--- src/rtl/riscv_pkg.sv ---
`default_nettype none
// ============================================================================
// Module      : riscv_pkg
// Description : Shared opcode/funct3 constants and state encoding for the
//               execute-stage PC and branch unit.
// Revision    : 1.0 - initial release
// ============================================================================
package riscv_pkg;

    localparam int XLEN_DEFAULT = 64;

    localparam logic [6:0] OP_BRANCH = 7'b1100011;
    localparam logic [6:0] OP_JAL    = 7'b1101111;
    localparam logic [6:0] OP_JALR   = 7'b1100111;

    localparam logic [2:0] F3_BEQ  = 3'b000;
    localparam logic [2:0] F3_BNE  = 3'b001;
    localparam logic [2:0] F3_BLT  = 3'b100;
    localparam logic [2:0] F3_BGE  = 3'b101;
    localparam logic [2:0] F3_BLTU = 3'b110;
    localparam logic [2:0] F3_BGEU = 3'b111;

    typedef enum logic [0:0] {
        RUN  = 1'b0,
        TRAP = 1'b1
    } state_e;

endpackage
`default_nettype wire

--- src/rtl/branch_cond.sv ---
`default_nettype none
// ============================================================================
// Module      : branch_cond
// Description : Combinational branch-condition decode from funct3 and the
//               ALU comparison flags.
// Revision    : 1.0 - initial release
// ============================================================================
module branch_cond
    import riscv_pkg::*;
(
    input  logic [2:0] funct3_i,
    input  logic       eq_i,
    input  logic       lt_sn_i,
    input  logic       lt_un_i,
    output logic       cond_true_o,
    output logic       cond_illegal_o
);

    always_comb begin
        cond_true_o    = 1'b0;
        cond_illegal_o = 1'b0;
        case (funct3_i)
            F3_BEQ:  cond_true_o = eq_i;
            F3_BNE:  cond_true_o = ~eq_i;
            F3_BLT:  cond_true_o = lt_sn_i;
            F3_BGE:  cond_true_o = ~lt_sn_i;
            F3_BLTU: cond_true_o = lt_un_i;
            F3_BGEU: cond_true_o = ~lt_un_i;
            // 010 and 011 are unassigned branch encodings
            default: cond_illegal_o = 1'b1;
        endcase
    end

endmodule
`default_nettype wire

--- src/rtl/pc_branch_unit.sv ---
`default_nettype none
// ============================================================================
// Module      : pc_branch_unit
// Description : Architectural PC register; resolves branches, JAL and JALR,
//               issues a flush pulse after redirects, traps on misalignment.
// Revision    : 1.0 - initial release
// ============================================================================
module pc_branch_unit
    import riscv_pkg::*;
#(
    parameter int              XLEN     = XLEN_DEFAULT,
    parameter logic [XLEN-1:0] RESET_PC = {XLEN{1'b0}}
) (
    input  logic            clk,
    input  logic            rst_n,
    input  logic            stall,
    input  logic            valid_in,
    input  logic [6:0]      opcode,
    input  logic [2:0]      funct3,
    input  logic [XLEN-1:0] imm,
    input  logic [XLEN-1:0] ex_pc,
    input  logic [XLEN-1:0] alu_res,
    input  logic            EQ,
    input  logic            LT_SN,
    input  logic            GT_SN,
    input  logic            LT_UN,
    input  logic            GT_UN,
    output logic [XLEN-1:0] pc,
    output logic [XLEN-1:0] link,
    output logic            taken,
    output logic            flush,
    output logic            trap,
    output logic            illegal
);

    localparam logic [XLEN-1:0] c_PC_STEP = XLEN'(4);

    state_e          state_q, state_d;
    logic [XLEN-1:0] pc_q, pc_d;
    logic            taken_q, taken_d;
    logic            flush_q, flush_d;
    logic            trap_q, trap_d;
    logic            illegal_q, illegal_d;

    logic            w_is_branch;
    logic            w_is_jal;
    logic            w_is_jalr;
    logic            w_cond_true;
    logic            w_cond_illegal;
    logic            w_redirect;
    logic            w_misaligned;
    logic [XLEN-1:0] w_target;
    logic            w_unused;

    // GT flags and the JALR target LSB are architecturally irrelevant here
    assign w_unused = ^{GT_SN, GT_UN, alu_res[0]};

    branch_cond u_branch_cond (
        .funct3_i       (funct3),
        .eq_i           (EQ),
        .lt_sn_i        (LT_SN),
        .lt_un_i        (LT_UN),
        .cond_true_o    (w_cond_true),
        .cond_illegal_o (w_cond_illegal)
    );

    assign w_is_branch  = (opcode == OP_BRANCH);
    assign w_is_jal     = (opcode == OP_JAL);
    assign w_is_jalr    = (opcode == OP_JALR);

    assign w_redirect   = valid_in & ((w_is_branch & w_cond_true) | w_is_jal | w_is_jalr);
    assign w_target     = w_is_jalr ? {alu_res[XLEN-1:1], 1'b0} : (ex_pc + imm);
    assign w_misaligned = |w_target[1:0];

    always_comb begin
        state_d   = state_q;
        pc_d      = pc_q;
        taken_d   = taken_q;
        flush_d   = flush_q;
        trap_d    = trap_q;
        illegal_d = illegal_q;
        if (!stall) begin
            case (state_q)
                RUN: begin
                    illegal_d = valid_in & w_is_branch & w_cond_illegal;
                    if (w_redirect && !w_misaligned) begin
                        pc_d    = w_target;
                        taken_d = 1'b1;
                        flush_d = 1'b1;
                    end else if (w_redirect) begin
                        // Misaligned target: PC stays on the faulting fetch
                        trap_d  = 1'b1;
                        state_d = TRAP;
                        taken_d = 1'b0;
                        flush_d = 1'b0;
                    end else begin
                        pc_d    = pc_q + c_PC_STEP;
                        taken_d = 1'b0;
                        flush_d = 1'b0;
                    end
                end
                TRAP: begin
                    taken_d   = 1'b0;
                    flush_d   = 1'b0;
                    illegal_d = 1'b0;
                end
                default: begin
                    state_d = RUN;
                end
            endcase
        end
    end

    always_ff @(posedge clk or negedge rst_n) begin
        if (!rst_n) begin
            state_q   <= RUN;
            pc_q      <= RESET_PC;
            taken_q   <= 1'b0;
            flush_q   <= 1'b0;
            trap_q    <= 1'b0;
            illegal_q <= 1'b0;
        end else begin
            state_q   <= state_d;
            pc_q      <= pc_d;
            taken_q   <= taken_d;
            flush_q   <= flush_d;
            trap_q    <= trap_d;
            illegal_q <= illegal_d;
        end
    end

    assign pc      = pc_q;
    assign link    = ex_pc + c_PC_STEP;
    assign taken   = taken_q;
    assign flush   = flush_q;
    assign trap    = trap_q;
    assign illegal = illegal_q;

endmodule
`default_nettype wire

--- config.mk ---
export PLATFORM = sky130hd
export DESIGN_NAME = pc_branch_unit
export DESIGN_NICKNAME = d
export VERILOG_FILES = /design/src/rtl/riscv_pkg.sv /design/src/rtl/branch_cond.sv /design/src/rtl/pc_branch_unit.sv
export SDC_FILE = /design/constraint.sdc
export NUM_CORES = 1
export LEC_CHECK = 0
export BUFFER_PORTS_ARGS = -buffer_cell sky130_fd_sc_hd__buf_4
export CORE_ASPECT_RATIO = 0.8
export CORE_UTILIZATION = 42
export CTS_BUF_LIST = sky130_fd_sc_hd__clkbuf_8
export DETAILED_ROUTE_END_ITERATION = 8
export GPL_TIMING_DRIVEN = 0
export PLACE_DENSITY = 0.69
export SKIP_LAST_GASP = 1
export SYNTH_ARGS = -nofsm -noshare
export SYNTH_HDL_FRONTEND = slang
export SYNTH_HIERARCHICAL = 1
export SYNTH_SLANG_ARGS = --single-unit
--- constraint.sdc ---
create_clock -name clk -period 6.85 [get_ports clk]
set_input_delay 1.0275 -clock clk [delete_from_list [all_inputs] [get_ports clk]]
set_output_delay 1.0275 -clock clk [all_outputs]
set_load 0.05 [all_outputs]
==> results.toml <==
[setup_path]
crit_required_ns = 5.82
cp_cell_sequence = "buf_4 -> ha_1 -> nand3_1 -> nor2_1 -> and3_1 -> and2_1 -> nor2b_1 -> nor2b_1 -> nand2_1 -> nor3_1 -> xor2_1 -> buf_4"
r2r-end = "pc[61]"
cp-end-kind = "output pin"
crit_path_max_fanout = 6
arrival_ns = 4.22
critical_path_class = "in -> out"
r2r_slack_ns = 3.81
reg2reg_depth = 9
critical_path_buf_inv_count = 2
slowest_delay_ns = 0.58
crit_slowest_cell = "nor2b_1"
cpLargestDelayFamily = "simple AND/OR/NAND/NOR gates"
critPathLaunchType = "input port"
reg2reg_from = "pc[41]"

[pwr]
p_total_uw = 2060
pwr-share-clk_pct = 16.1
vdd_drop_max_mv = 0.0833
p_sw_share_pct = 49.7
p_switching_uw = 1030
power_frac_comb_pct = 57.2
power.density_nw_per_um2 = 164
leakagePower_uw = 0.00566
internal_power_uw = 1040
power_frac_seq_pct = 26.7

[sta]
finClkSkew_ns = 0.0190
setup_violations = 0
max_freq_ghz = 0.190
worst_slew_pin_slew_ns = 0.934
period_minus_slack_ns = 5.25
fin_ws_ns = 1.60
period_share_pct = 76.7
finalHoldViolCount = 0
drv_slew = 0
rsz0062_at_grt = "false"
slew_headroom_pct = 37.8
fin_setup_tns_ns = 0

[place]
portBuffers = 339
place_hpwl_mm = 33.2
gp_congestion = 1.01
dp_slack_ns = 1.49

[synthesis]
yosys.area.top_type_share_pct = 17.9
ys.flop_type = "dfrtp_1"
synthesis.nets = 1630
synth_edf_count = 0
synthArstFlopShare_pct = 100
synth_top_cell_by_area = "dfrtp_1"
synthTopCellsByArea = "dfrtp_1 18%, a21oi_1 8.8%, ha_1 8.6%, xnor2_1 6.5%, nand2_1 6.1%"
syn_area_per_cell_um2 = 7.01
synth.ff_latch_count = 68
syn_inst = 1353
ys_warn_count = 6
synth_cell_types = 85
synth-seq-area-share_pct = 17.9
synthesis.area_um2 = 9490

[floorplan]
initial_core_util_pct = 43.4
rows = 48
io_pins = 343
die_w_um = 170
coreArea_um2 = 21900
die_area_um2 = 23200
die_h_um = 136

[finish]
syn_to_final_growth_pct = 32.8
utilization_pct = 57.6
diodes = 0
drive_gt1_share_pct = 22.6
final_cell_mix = "343 x buf_4, 166 x a21oi_1, 155 x nand2_1, 114 x nor2_1, 96 x o21ai_0"
fin_nets = 1981
nFillCells = 2195
final_common_cell = "buf_4"

[global_routing]
grt_usage_pct = 34.6
grt_pass1_vias = 11100
antenna_found_initial = 0
grt_pass1_wl_mm = 61.8
gr-total-overflow = 0
grt_max_degree = 69

[clock_network]
cts_buffer_depth = 2
cts_sinks = 68
cts-root-buf = "clkbuf_8"
cts_tree = "built"
post_cts_resized = 0
cts_hold_buf = 0
postCtsSetupRepairBufs = 0
clk_pin_slew_worst_paths_ns = 0.07
cts_buffers = 9
worst_skew_pair.late_latency_ns = 0.38
h-tree-depth = 3

[hold_path]
min_from = "trap"
whs_endpoint = "trap"
hold_class = "reg -> reg"
hold_path_depth = 1

[drt]
drt_iter0_markers = 1346
ant_nets = 0
wl_mm = 40.9
first_pass_iters = 6
drcViolationCount = 0
num_vias = 12100
wl_per_cell_um = 20.3
viasPerCell = 6.02

[status]
outcome = "finished clean"

[job]
drv_cap = 0
==> routing by layer <==
| layer | GRT usage, % | wire length [um] | up-vias |
|---|---|---|---|
| li1 | - | - | 5713 |
| met1 | 48.1 | 17900 | 5606 |
| met2 | 52.7 | 17200 | 697 |
| met3 | 8.76 | 4690 | 73 |
| met4 | 9.71 | 1050 | 0 |
| met5 | 0 | 0 | - |
==> worst reg2reg max path: stages, from the launching register on <==
cell and delay [ns]:
dfrtp_1 0.53, and3_1 0.29, nand4_1 0.19, or4_4 0.60, or3_1 0.44, or3_1 0.38, nor3_1 0.13, o21ai_0 0.09
o21ai_0 0.16, nand3_1 0.10
==> worst max path at each step <==
| stage | from | to | slack, ns | cells past startpoint |
|---|---|---|---|---|
| floorplan | ex_pc[21] | link[58] | 2.20 | 10 |
| global placement | ex_pc[6] | link[63] | 1.49 | 11 |
| detailed placement | ex_pc[6] | link[63] | 1.49 | 11 |
| CTS | ex_pc[6] | link[63] | 1.48 | 11 |
| global route | ex_pc[2] | link[58] | 1.40 | 12 |
| finish | ex_pc[2] | link[58] | 1.60 | 12 |
==> cell usage after synthesis (8+ instances only) <==
master    count
nor3_1       34
o22ai_1      20
xnor2_1      70
o21bai_1     12
clkbuf_1     59
nand2_1     155
nor2b_1      10
and3_1       33
and2_1       16
or3_1        12
a31oi_1      17
nor4_1       10
nor2_1      114
o21ai_0      96
dfrtp_1      68
a21oi_1     166
a21o_1       38
o211ai_1     13
mux2i_1       8
a211oi_1     13
inv_1        33
nand3_1      66
ha_1         65
nand4_1      43
nand2b_1      9
xor2_1       43
==> cells by family (layout without fill, tap and decap cells) <==
logic type	after synthesis	count (layout)	synth area share, %
XOR/XNOR	113	113	10.4
flip-flops	68	68	17.9
buffers and inverters	109	465	4.63
multiplexers	9	9	0.962
AND/OR/NAND/NOR	536	536	27.8
AO/OA/AOI/OAI	452	452	29.5
adder cells (fa/ha/maj)	66	66	8.78
==> registers in the layout, indices dropped and copies added, names as in the netlist <==
signal / cells
flush: 1
illegal: 1
trap: 1
state_q: 1
pc: 64
==> power by group through the flow <==
stage | logic, uW | registers, uW | clock network, uW
CTS | 1170 | 546 | 335
detailed placement | 1160 | 552 | 0
global placement | 1160 | 551 | 0
finish | 1180 | 550 | 332
global route | 1260 | 558 | 352
floorplan | 531 | 739 | 0
==> cell type report <==
class                           instances  area (um2)  area share (%)
Tap cell                              300         375            2.98
Clock buffer                            9         124           0.983
Sequential cell                        68        1700            13.5
Multi-Input combinational cell       1176        7350            58.3
Buffer                                 76         315            2.50
Timing Repair Buffer                  340        2550            20.2
Inverter                               33         124           0.983
Clock inverter                          7        60.1           0.477
==> stage by stage <==
stage | hold WS (ns) | instances | instance area, um2
finish | 0.483 | 2009 | 12600
global route | 0.497 | 2009 | 12600
CTS | 0.485 | 2008 | 12600
detailed placement | 0.465 | 1992 | 12400
global placement | 0.463 | 1992 | 12400
floorplan | 0.470 | 1353 | 9490
Power figures use the tool's default switching activity.
